--- src/rtl/matmul_sched_pkg.sv ---
// Shared types and constants for the matrix-multiplier job scheduler.
//   state_t      : scheduler FSM states
//   addr_t       : RAM address at the default 32-bit width
//   MAX_NUM_REQ  : largest supported requester count
package matmul_sched_pkg;

  localparam int MAX_NUM_REQ        = 8;
  localparam int DEFAULT_ADDR_WIDTH = 32;

  typedef logic [DEFAULT_ADDR_WIDTH-1:0] addr_t;

  typedef enum logic [2:0] {
    IDLE,
    LAUNCH,
    RUN,
    RETIRE,
    ABORT
  } state_t;

endpackage

--- src/rtl/rr_arbiter.sv ---
// Combinational round-robin arbiter.
// Scans the request vector starting one position after ptr, wrapping modulo N,
// and grants the first set bit.
//   req : request vector, one bit per requester
//   ptr : index of the previous winner; it gets lowest priority this round
//   gnt : one-hot grant, all zero when nothing is requested
module rr_arbiter #(
  parameter int N     = 4,
  parameter int PTR_W = (N > 1) ? $clog2(N) : 1
) (
  input  logic [N-1:0]     req,
  input  logic [PTR_W-1:0] ptr,
  output logic [N-1:0]     gnt
);

  logic             found;
  logic [PTR_W-1:0] idx;

  always_comb begin
    gnt   = '0;
    found = 1'b0;
    idx   = '0;
    // k = 1..N visits ptr+1 first and ptr itself last.
    for (int k = 1; k <= N; k++) begin
      idx = PTR_W'((int'(ptr) + k) % N);
      if (!found && req[idx]) begin
        gnt[idx] = 1'b1;
        found    = 1'b1;
      end
    end
  end

endmodule

--- src/rtl/matmul_job_scheduler.sv ---
// Shares one matrix_multiplier engine among NUM_REQ requesters.
// A round-robin winner has its X/Y/Z base addresses latched. The engine is
// started and watched until busy falls or the watchdog expires. Then done (and
// err on abort) is pulsed to the owner. Engine local addresses are offset by the
// latched bases on the way to the shared RAM ports.
// Ports:
//   clk, rst                       clock; asynchronous active-high reset
//   req[NUM_REQ]                   level job requests, held until done
//   x_base/y_base/z_base           packed per-requester base addresses
//   grant[NUM_REQ]                 one-hot engine owner for the whole job
//   done[NUM_REQ], err             completion pulse to the owner; err marks abort
//   mm_start, mm_rst               engine start / abort-reset pulses
//   mm_busy, mm_*_addr, mm_z_wen   engine status and local addresses
//   ram_*_addr, ram_z_wen          offset addresses and gated Z write enable
module matmul_job_scheduler
  import matmul_sched_pkg::*;
#(
  parameter int NUM_REQ    = 4,
  parameter int ADDR_WIDTH = 32,
  parameter int MAX_CYCLES = 65535
) (
  input  logic                          clk,
  input  logic                          rst,
  input  logic [NUM_REQ-1:0]            req,
  input  logic [NUM_REQ*ADDR_WIDTH-1:0] x_base,
  input  logic [NUM_REQ*ADDR_WIDTH-1:0] y_base,
  input  logic [NUM_REQ*ADDR_WIDTH-1:0] z_base,
  output logic [NUM_REQ-1:0]            grant,
  output logic [NUM_REQ-1:0]            done,
  output logic                          err,
  output logic                          mm_start,
  output logic                          mm_rst,
  input  logic                          mm_busy,
  input  logic [ADDR_WIDTH-1:0]         mm_x_addr,
  input  logic [ADDR_WIDTH-1:0]         mm_y_addr,
  input  logic [ADDR_WIDTH-1:0]         mm_z_addr,
  input  logic                          mm_z_wen,
  output logic [ADDR_WIDTH-1:0]         ram_x_addr,
  output logic [ADDR_WIDTH-1:0]         ram_y_addr,
  output logic [ADDR_WIDTH-1:0]         ram_z_addr,
  output logic                          ram_z_wen
);

  localparam int PTR_W = (NUM_REQ > 1) ? $clog2(NUM_REQ) : 1;
  localparam int WD_W  = $clog2(MAX_CYCLES + 1);

  if (NUM_REQ < 2 || NUM_REQ > MAX_NUM_REQ) begin : g_num_req_check
    $error("matmul_job_scheduler: NUM_REQ out of supported range");
  end

  // Per-requester views of the packed base buses
  logic [ADDR_WIDTH-1:0] x_base_arr [NUM_REQ];
  logic [ADDR_WIDTH-1:0] y_base_arr [NUM_REQ];
  logic [ADDR_WIDTH-1:0] z_base_arr [NUM_REQ];

  for (genvar gi = 0; gi < NUM_REQ; gi++) begin : g_unpack
    assign x_base_arr[gi] = x_base[gi*ADDR_WIDTH +: ADDR_WIDTH];
    assign y_base_arr[gi] = y_base[gi*ADDR_WIDTH +: ADDR_WIDTH];
    assign z_base_arr[gi] = z_base[gi*ADDR_WIDTH +: ADDR_WIDTH];
  end

  state_t                state_reg,  state_next;
  logic [PTR_W-1:0]      ptr_reg,    ptr_next;
  logic [NUM_REQ-1:0]    grant_reg,  grant_next;
  logic [ADDR_WIDTH-1:0] x_base_reg, x_base_next;
  logic [ADDR_WIDTH-1:0] y_base_reg, y_base_next;
  logic [ADDR_WIDTH-1:0] z_base_reg, z_base_next;
  logic [WD_W-1:0]       wd_reg,     wd_next;

  logic [NUM_REQ-1:0]    arb_gnt;
  logic [PTR_W-1:0]      win_idx;
  logic                  z_wen_en;

  rr_arbiter #(
    .N     (NUM_REQ),
    .PTR_W (PTR_W)
  ) u_arb (
    .req (req),
    .ptr (ptr_reg),
    .gnt (arb_gnt)
  );

  // One-hot to index; the winner becomes the next lowest-priority slot.
  always_comb begin
    win_idx = '0;
    for (int i = 0; i < NUM_REQ; i++) begin
      if (arb_gnt[i]) win_idx = PTR_W'(i);
    end
  end

  always_ff @(posedge clk or posedge rst) begin
    if (rst) begin
      state_reg  <= IDLE;
      ptr_reg    <= PTR_W'(NUM_REQ - 1);
      grant_reg  <= '0;
      x_base_reg <= '0;
      y_base_reg <= '0;
      z_base_reg <= '0;
      wd_reg     <= '0;
    end else begin
      state_reg  <= state_next;
      ptr_reg    <= ptr_next;
      grant_reg  <= grant_next;
      x_base_reg <= x_base_next;
      y_base_reg <= y_base_next;
      z_base_reg <= z_base_next;
      wd_reg     <= wd_next;
    end
  end

  always_comb begin
    state_next  = state_reg;
    ptr_next    = ptr_reg;
    grant_next  = grant_reg;
    x_base_next = x_base_reg;
    y_base_next = y_base_reg;
    z_base_next = z_base_reg;
    wd_next     = wd_reg;
    done        = '0;
    err         = 1'b0;
    mm_start    = 1'b0;
    mm_rst      = 1'b0;
    z_wen_en    = 1'b0;

    unique case (state_reg)
      IDLE: begin
        if (|req) begin
          grant_next  = arb_gnt;
          ptr_next    = win_idx;
          x_base_next = x_base_arr[win_idx];
          y_base_next = y_base_arr[win_idx];
          z_base_next = z_base_arr[win_idx];
          state_next  = LAUNCH;
        end
      end
      LAUNCH: begin
        // Engine busy only rises after this pulse, so it is not looked at here.
        mm_start   = 1'b1;
        wd_next    = '0;
        state_next = RUN;
      end
      RUN: begin
        z_wen_en = 1'b1;
        wd_next  = wd_reg + WD_W'(1);
        if (!mm_busy) begin
          state_next = RETIRE;
        end else if (wd_reg == WD_W'(MAX_CYCLES)) begin
          state_next = ABORT;
        end
      end
      RETIRE: begin
        done        = grant_reg;
        grant_next  = '0;
        x_base_next = '0;
        y_base_next = '0;
        z_base_next = '0;
        state_next  = IDLE;
      end
      ABORT: begin
        mm_rst      = 1'b1;
        done        = grant_reg;
        err         = 1'b1;
        grant_next  = '0;
        x_base_next = '0;
        y_base_next = '0;
        z_base_next = '0;
        state_next  = IDLE;
      end
      default: state_next = IDLE;
    endcase
  end

  assign grant      = grant_reg;
  // Bases are zero outside a job, so these pass the engine address straight through then.
  assign ram_x_addr = x_base_reg + mm_x_addr;
  assign ram_y_addr = y_base_reg + mm_y_addr;
  assign ram_z_addr = z_base_reg + mm_z_addr;
  assign ram_z_wen  = mm_z_wen & z_wen_en;

endmodule

--- config.mk ---
export PLATFORM = sky130hd
export DESIGN_NAME = matmul_job_scheduler
export DESIGN_NICKNAME = d
export VERILOG_FILES = /design/src/rtl/matmul_sched_pkg.sv /design/src/rtl/rr_arbiter.sv /design/src/rtl/matmul_job_scheduler.sv
export SDC_FILE = /design/constraint.sdc
export NUM_CORES = 1
export LEC_CHECK = 0
export BUFFER_PORTS_ARGS = -buffer_cell sky130_fd_sc_hd__clkbuf_2
export CORE_MARGIN = 3
export CORE_UTILIZATION = 25
export DETAILED_ROUTE_END_ITERATION = 10
export SETUP_SLACK_MARGIN = 0.1
export SYNTH_ARGS = -nofsm -noshare
export SYNTH_HDL_FRONTEND = slang
export SYNTH_SLANG_ARGS = --single-unit
--- constraint.sdc ---
create_clock -name clk -period 6.4 [get_ports clk]
set_input_delay 0.32 -clock clk [delete_from_list [all_inputs] [get_ports clk]]
set_output_delay 0.32 -clock clk [all_outputs]
set_load 0.005 [all_outputs]
# Word-level counts from Yosys, hierarchy flattened

Index checks and enable logic that the tools add are counted.

Output and inout bits: 108
Register bits: 121
Bits of input ports: 488

Equal/unequal tests: 7
Reductions and logical operators: 18
Muxes and demuxes: 52
Bitwise logic cells: 5
Order comparisons: 9
Add/subtract/negate cells: 8

Operators with widths:

| cell                  | number |
|---|---|
| $mux 32               | 9 |
| $bmux 32 s2           | 3 |
| $pmux 32 s2           | 3 |
| $add 32x32->32        | 3 |
| $pmux 16 s2           | 1 |
| $mux 4                | 6 |
| $add 16x1->16 const B | 1 |
| $eq 16x16->1 const B  | 1 |
| $mux 1                | 15 |
| $lt 2x3->1 const B    | 4 |
| $or 4x4->4            | 3 |
| $mux 3                | 3 |
| $pmux 3 s3            | 1 |
| $bmux 1 s2            | 4 |
| $demux 1 s2           | 4 |
| $ge 2x1->1 const B    | 4 |
| $pmux 4 s2            | 1 |
| $logic_and 1x1->1     | 7 |
| $eq 3x2->1 const B    | 2 |
| $reduce_and 2->1      | 3 |
| $add 2x1->2 const B   | 2 |
| $add 2x2->2 const B   | 2 |
| $mux 2                | 2 |
| $reduce_bool 2->1     | 2 |
| other kinds (11)      | 13 |

# Logic depth before layout (Yosys ltp)

Word-level depth: 22
Depth in mapped cells: 14
Gate-level depth less buffers: 10

# Cells and area by module

Synthesis repeated with hierarchy kept, for this count alone.

Cell total of the unflattened synthesis: 1,685
Area, all modules: 12,508.2 µm²

By module, submodules not included:

| module               | cells each | area an instance (µm²) | times used |
|---|---|---|---|
| matmul_job_scheduler | 1,647      | 12,150.4               | 1 |
| rr_arbiter           | 38         | 357.8                  | 1 |

# Worst setup path before layout

Ideal clock, no wire load.

Path kind: register to register
Start point: reg ptr_reg[0]
End point: reg x_base_reg[31]
Library setup time: 0.077 ns
Stages on the path, launching flop included: 15
Data arrival time: 2.814 ns
Slack: 3.508 ns
Required time: 6.323 ns
Cell sequence: dfstp_2 -> buf_6 -> inv_1 -> ha_1 -> mux4_2 -> nor2b_2 -> a221oi_2 -> nor3_1 -> a21oi_1 -> buf_4 -> buf_6 -> buf_6 -> mux2i_1 -> a211o_1 -> a21oi_1

Cells in the longest elaborated chain, start to end: 22
Elaborated cells between the ends (all ways): 57

Ends and longest elaborated chain:

| what                                                                | RTL line                    | text |
|---|---|---|
| from (decl)                                                         | matmul_job_scheduler.sv:63  | `logic [PTR_W-1:0] ptr_reg, ptr_next;` |
| from (signal assigned)                                              | matmul_job_scheduler.sv:94  | `ptr_reg <= PTR_W'(NUM_REQ - 1);` |
| from (signal assigned)                                              | matmul_job_scheduler.sv:102 | `ptr_reg <= ptr_next;` |
| parallel branches: the longest is 12 deep, another holds $lt 2x3->1 | n/a                         |  |
| $mux 4 (*)                                                          | rr_arbiter.sv:26            | `if (!found && req[idx]) begin` |
| $mux 1                                                              | matmul_job_scheduler.sv:87  | `if (arb_gnt[i]) win_idx = PTR_W'(i);` |
| $mux 2                                                              | matmul_job_scheduler.sv:87  |  |
| $mux 2 (*)                                                          | matmul_job_scheduler.sv:87  |  |
| $not 2->3 (implied by the code) (*)                                 | matmul_job_scheduler.sv:130 | `x_base_next = x_base_arr[win_idx];` |
| $bmux 32 s2 (*)                                                     | matmul_job_scheduler.sv:130 |  |
| $mux 32 (implied by the code) (*) (2 in a row)                      | matmul_job_scheduler.sv:130 |  |
| $mux 32 (*)                                                         | matmul_job_scheduler.sv:127 | `if (\|req) begin` |
| $pmux 32 s2 (*)                                                     | matmul_job_scheduler.sv:125 | `unique case (state_reg)` |
| to (signal assigned)                                                | matmul_job_scheduler.sv:104 | `x_base_reg <= x_base_next;` |
| to (decl)                                                           | matmul_job_scheduler.sv:65  | `logic [ADDR_WIDTH-1:0] x_base_reg, x_base_next;` |

Every way passes the cells marked *. The select of a mux whose other input is x is not followed.
A chain may end at the register's enable or synchronous reset.

# Worst setup path after layout

Start point: reg y_base_reg[12]
End point: out ram_y_addr[30]

Cells in the longest elaborated chain, start to end: 1

Ends and longest elaborated chain:

| what                   | RTL line                    | text |
|---|---|---|
| from (decl)            | matmul_job_scheduler.sv:66  | `logic [ADDR_WIDTH-1:0] y_base_reg, y_base_next;` |
| from (signal assigned) | matmul_job_scheduler.sv:105 | `y_base_reg <= y_base_next;` |
| $add 32x32->32         | matmul_job_scheduler.sv:176 | `assign ram_y_addr = y_base_reg + mm_y_addr;` |
| to (decl)              | matmul_job_scheduler.sv:39  | `output logic [ADDR_WIDTH-1:0] ram_y_addr,` |

Every way passes these cells.

==> flow_summary_export.csv <==
group,metric,value,unit
worst_setup_path,start_kind,"register",
routing,num_vias,14800,
worst_setup_path,reg2reg_slack,2.64,ns
final_layout,nets,2702,
yosys,async_reset_ff_frac,1.00,
final_layout,area_delta_synth_final,32.7,%
final_layout,mostFrequentLayoutCell,"clkbuf_2",
final_layout,final_layout_size_suffix_gt1_frac,0.313,
power,vdd_drop_max,581,uV
yosys,synth.yosys.seq_area_share,0.240,
timing,tightest_slew,0.968,ns
yosys,synth-seq-cells,121,
yosys,mappedNetlistArea,12600,um^2
cts,cts_tree,"yes",
worst_setup_path,worstPathRequired,6.08,ns
final_layout,final_cell_mix,"clkbuf_2 (595), a21oi_1 (374), nor2_1 (152)",
place,post-dp-hpwl,42700,um
worst_setup_path,rr_worst_depth,10,
global_routing,grt_pass1_wl,81000,um
timing,fin_ws,2.51,ns
hold_path,hold_path.class,"in -> reg",
final_layout,instances_no_fill,2791,
floorplan,core,49400,um^2
worst_setup_path,cp-end-kind,"output port",
worst_setup_path,rr_endpoint,"z_base_reg[25]",
power,p_clk_frac,0.096,
place,place_ws,2.67,ns
global_routing,grt_max_degree,194,
timing,finClkSkew,0.00959,ns
worst_setup_path,startpoint,"y_base_reg[12]",
timing,period_share,0.607,
yosys,yosys.cell_types.count,65,
power,p_switching,0.00540,W
power,leakagePower,8.80,nW
cts,clock-root-buffer,"clkbuf_16",
power,pwr-share-comb,0.768,
cts,cts.repair.resized,0,
worst_setup_path,crit_end,"ram_y_addr[30]",
timing,fin_tns_setup,0,ns
global_routing,grt_usage,0.193,
yosys,synth_edf_count,0,
yosys,syn_area_per_cell,7.97,um^2
yosys,synth_ff_type,"dfrtp_1",
cts,htreeDepth,4,
timing,fin_crit,3.89,ns
global_routing,antenna_found_initial,5,
floorplan,fp-row-count,81,
timing,slew_headroom,0.354,
timing,rsz0062_at_grt,"false",
power,power.density,624,nW/um^2
cts,cts.clk_slew.worst_paths,0.07,ns
cts,clkSinkCount,121,
yosys,syn_inst,1582,
yosys,yosysWarnings,0,
global_routing,gr-total-overflow,0,
timing,fmax,0.257,GHz
floorplan,die-area,53100,um^2
outcome,run_status,"completed",
global_routing,first_global_vias,14700,
timing,finalSetupViolCount,0,
floorplan,pin_count,596,
timing,finalHoldViolCount,0,
power,p_int,0.00504,W
routing,drc,0,
place,dpl.cell_count,2754,
cts,cts_buffers,17,
routing,dr.pass1.iters,5,
floorplan,start_util,0.255,
worst_setup_path,critical_path_class,"reg -> out",
routing,avgRoutedWirePerCell,19.2,um
floorplan,fp.dieW,231,um
power,p_seq_frac,0.137,
place,portBuffers,595,
cts,cts_buffer_depth,2,
cts,clock_latency,0.46,ns
worst_setup_path,arrival,3.57,ns
power,p_total,0.0104,W
routing,routed_via_density,5.30,
yosys,synth_nets,2174,
worst_setup_path,reg2reg_from,"ptr_reg[0]",
power,swShare,0.517,
flow_run,maxCapViolCount,0,
final_layout,fillers,5304,
timing,finalMaxSlewViolations,0,
floorplan,die_h,231,um
routing,drt-total-wl,53600,um
place,globalplace.congestion,0.964,
routing,ant_nets,0,
routing,drt_iter0_drc,819,
worst_setup_path,crit_fanout,5,
[worst min-delay path by stage]
stage / start / to / slack, ns / cells after the start
finish: x_base[106] / x_base_reg[10] / 0.15 / 3
global route: mm_busy / state_reg[0] / 0.13 / 2
CTS: x_base[106] / x_base_reg[10] / 0.11 / 3
detailed placement: rst / x_base_reg[10] / 0.42 / 2
global placement: rst / x_base_reg[10] / 0.42 / 2
floorplan: mm_busy / state_reg[0] / 0.43 / 1
[metal layers]
| layer | track usage | vias to the layer above | share of wire |
|---|---|---|---|
| met2 | 0.325 | 575 | 0.48 |
| met5 | 0 | - | 0.00024 |
| met3 | 0.0433 | 100 | 0.068 |
| met4 | 0.0814 | 2 | 0.035 |
| met1 | 0.238 | 7143 | 0.41 |
| li1 | - | 6981 | - |
[stage by stage]
stage	area, um^2	utilization	hold slack, ns
3_5_place_dp	16100	0.327	0.424
2_1_floorplan	12600	-	0.434
4_1_cts	16700	0.339	0.111
6_report	16700	0.339	0.152
5_1_grt	16700	0.339	0.125
3_3_place_gp	16100	0.327	0.421
[critical path, cell delays in order, from the launching register on]
cell	delay, ns
dfrtp_1	0.45
ha_1	0.40
and3_1	0.26
nand2_1	0.11
o21ai_0	0.16
a21oi_1	0.14
o311ai_0	0.75
nand2_1	0.23
o311ai_0	0.41
clkbuf_2	0.20
[power groups by stage]
stage                     logic, W  registers (W)  clock network [W]
after floorplan            0.00564        0.00132                  0
after global placement     0.00782        0.00143                  0
after detailed placement   0.00796        0.00144                  0
after CTS                  0.00801        0.00143            0.00103
after global routing       0.00881        0.00147            0.00107
final                      0.00802        0.00143           0.000998
[timing repair]
| item | CTS | global route |
|---|---|---|
| setup buffers | 0 | 0 |
| hold buffers | 1 | 0 |
| hold endpoints to repair | 54 | 0 |
[area by class of cell]
cell class	count	area, um^2	share of cell area
multi-input combinational	1328	9040	0.541
clock inverter	15	153	0.00913
clock buffer	17	425	0.0254
inverter	32	125	0.00748
timing repair buffer	610	3110	0.186
tap	664	831	0.0497
antenna	4	10.0	0.000598
sequential	121	3030	0.181
[synth_stat cells (all sizes together), types with 4 or more instances]
| cell type | number | area, um^2 |
|---|---|---|
| xnor2 | 52 | 455 |
| o31ai | 8 | 65.1 |
| a31oi | 13 | 81.3 |
| mux2i | 101 | 1010 |
| o21bai | 9 | 67.6 |
| o2111ai | 4 | 35.0 |
| nand2 | 56 | 210 |
| and3 | 16 | 100 |
| a211oi | 9 | 67.6 |
| xor2 | 23 | 201 |
| inv | 32 | 120 |
| clkbuf | 72 | 270 |
| o21ai | 62 | 310 |
| nand4 | 19 | 119 |
| a221oi | 5 | 50.0 |
| o211ai | 10 | 75.1 |
| or3 | 4 | 25.0 |
| or2 | 7 | 43.8 |
| o21a | 11 | 82.6 |
| mux4 | 4 | 90.1 |
| nor2b | 16 | 103 |
| and2 | 5 | 31.3 |
| nor2 | 153 | 574 |
| nand2b | 13 | 81.3 |
| nand3 | 32 | 160 |
| a21o | 51 | 383 |
| dfrtp | 119 | 2980 |
| o311ai | 5 | 43.8 |
| a211o | 104 | 911 |
| ha | 101 | 1260 |
| or4 | 7 | 52.6 |
| a21oi | 375 | 1880 |
| nor3 | 18 | 90.1 |
| buf | 29 | 188 |
[logic make-up (layout without fill, tap and decap cells)]
| group | after synthesis | after routing | synth area share |
|---|---|---|---|
| multiplexers | 105 | 105 | 0.0874 |
| flip-flops | 121 | 121 | 0.240 |
| AO/OA/AOI/OAI | 691 | 691 | 0.339 |
| other | 0 | 4 | 0 |
| buffers and inverters | 133 | 674 | 0.0459 |
| AND/OR/NAND/NOR | 353 | 353 | 0.131 |
| XOR/XNOR | 75 | 75 | 0.0521 |
| adder cells (fa/ha/maj) | 104 | 104 | 0.105 |
(Power assumes the default switching activity.)
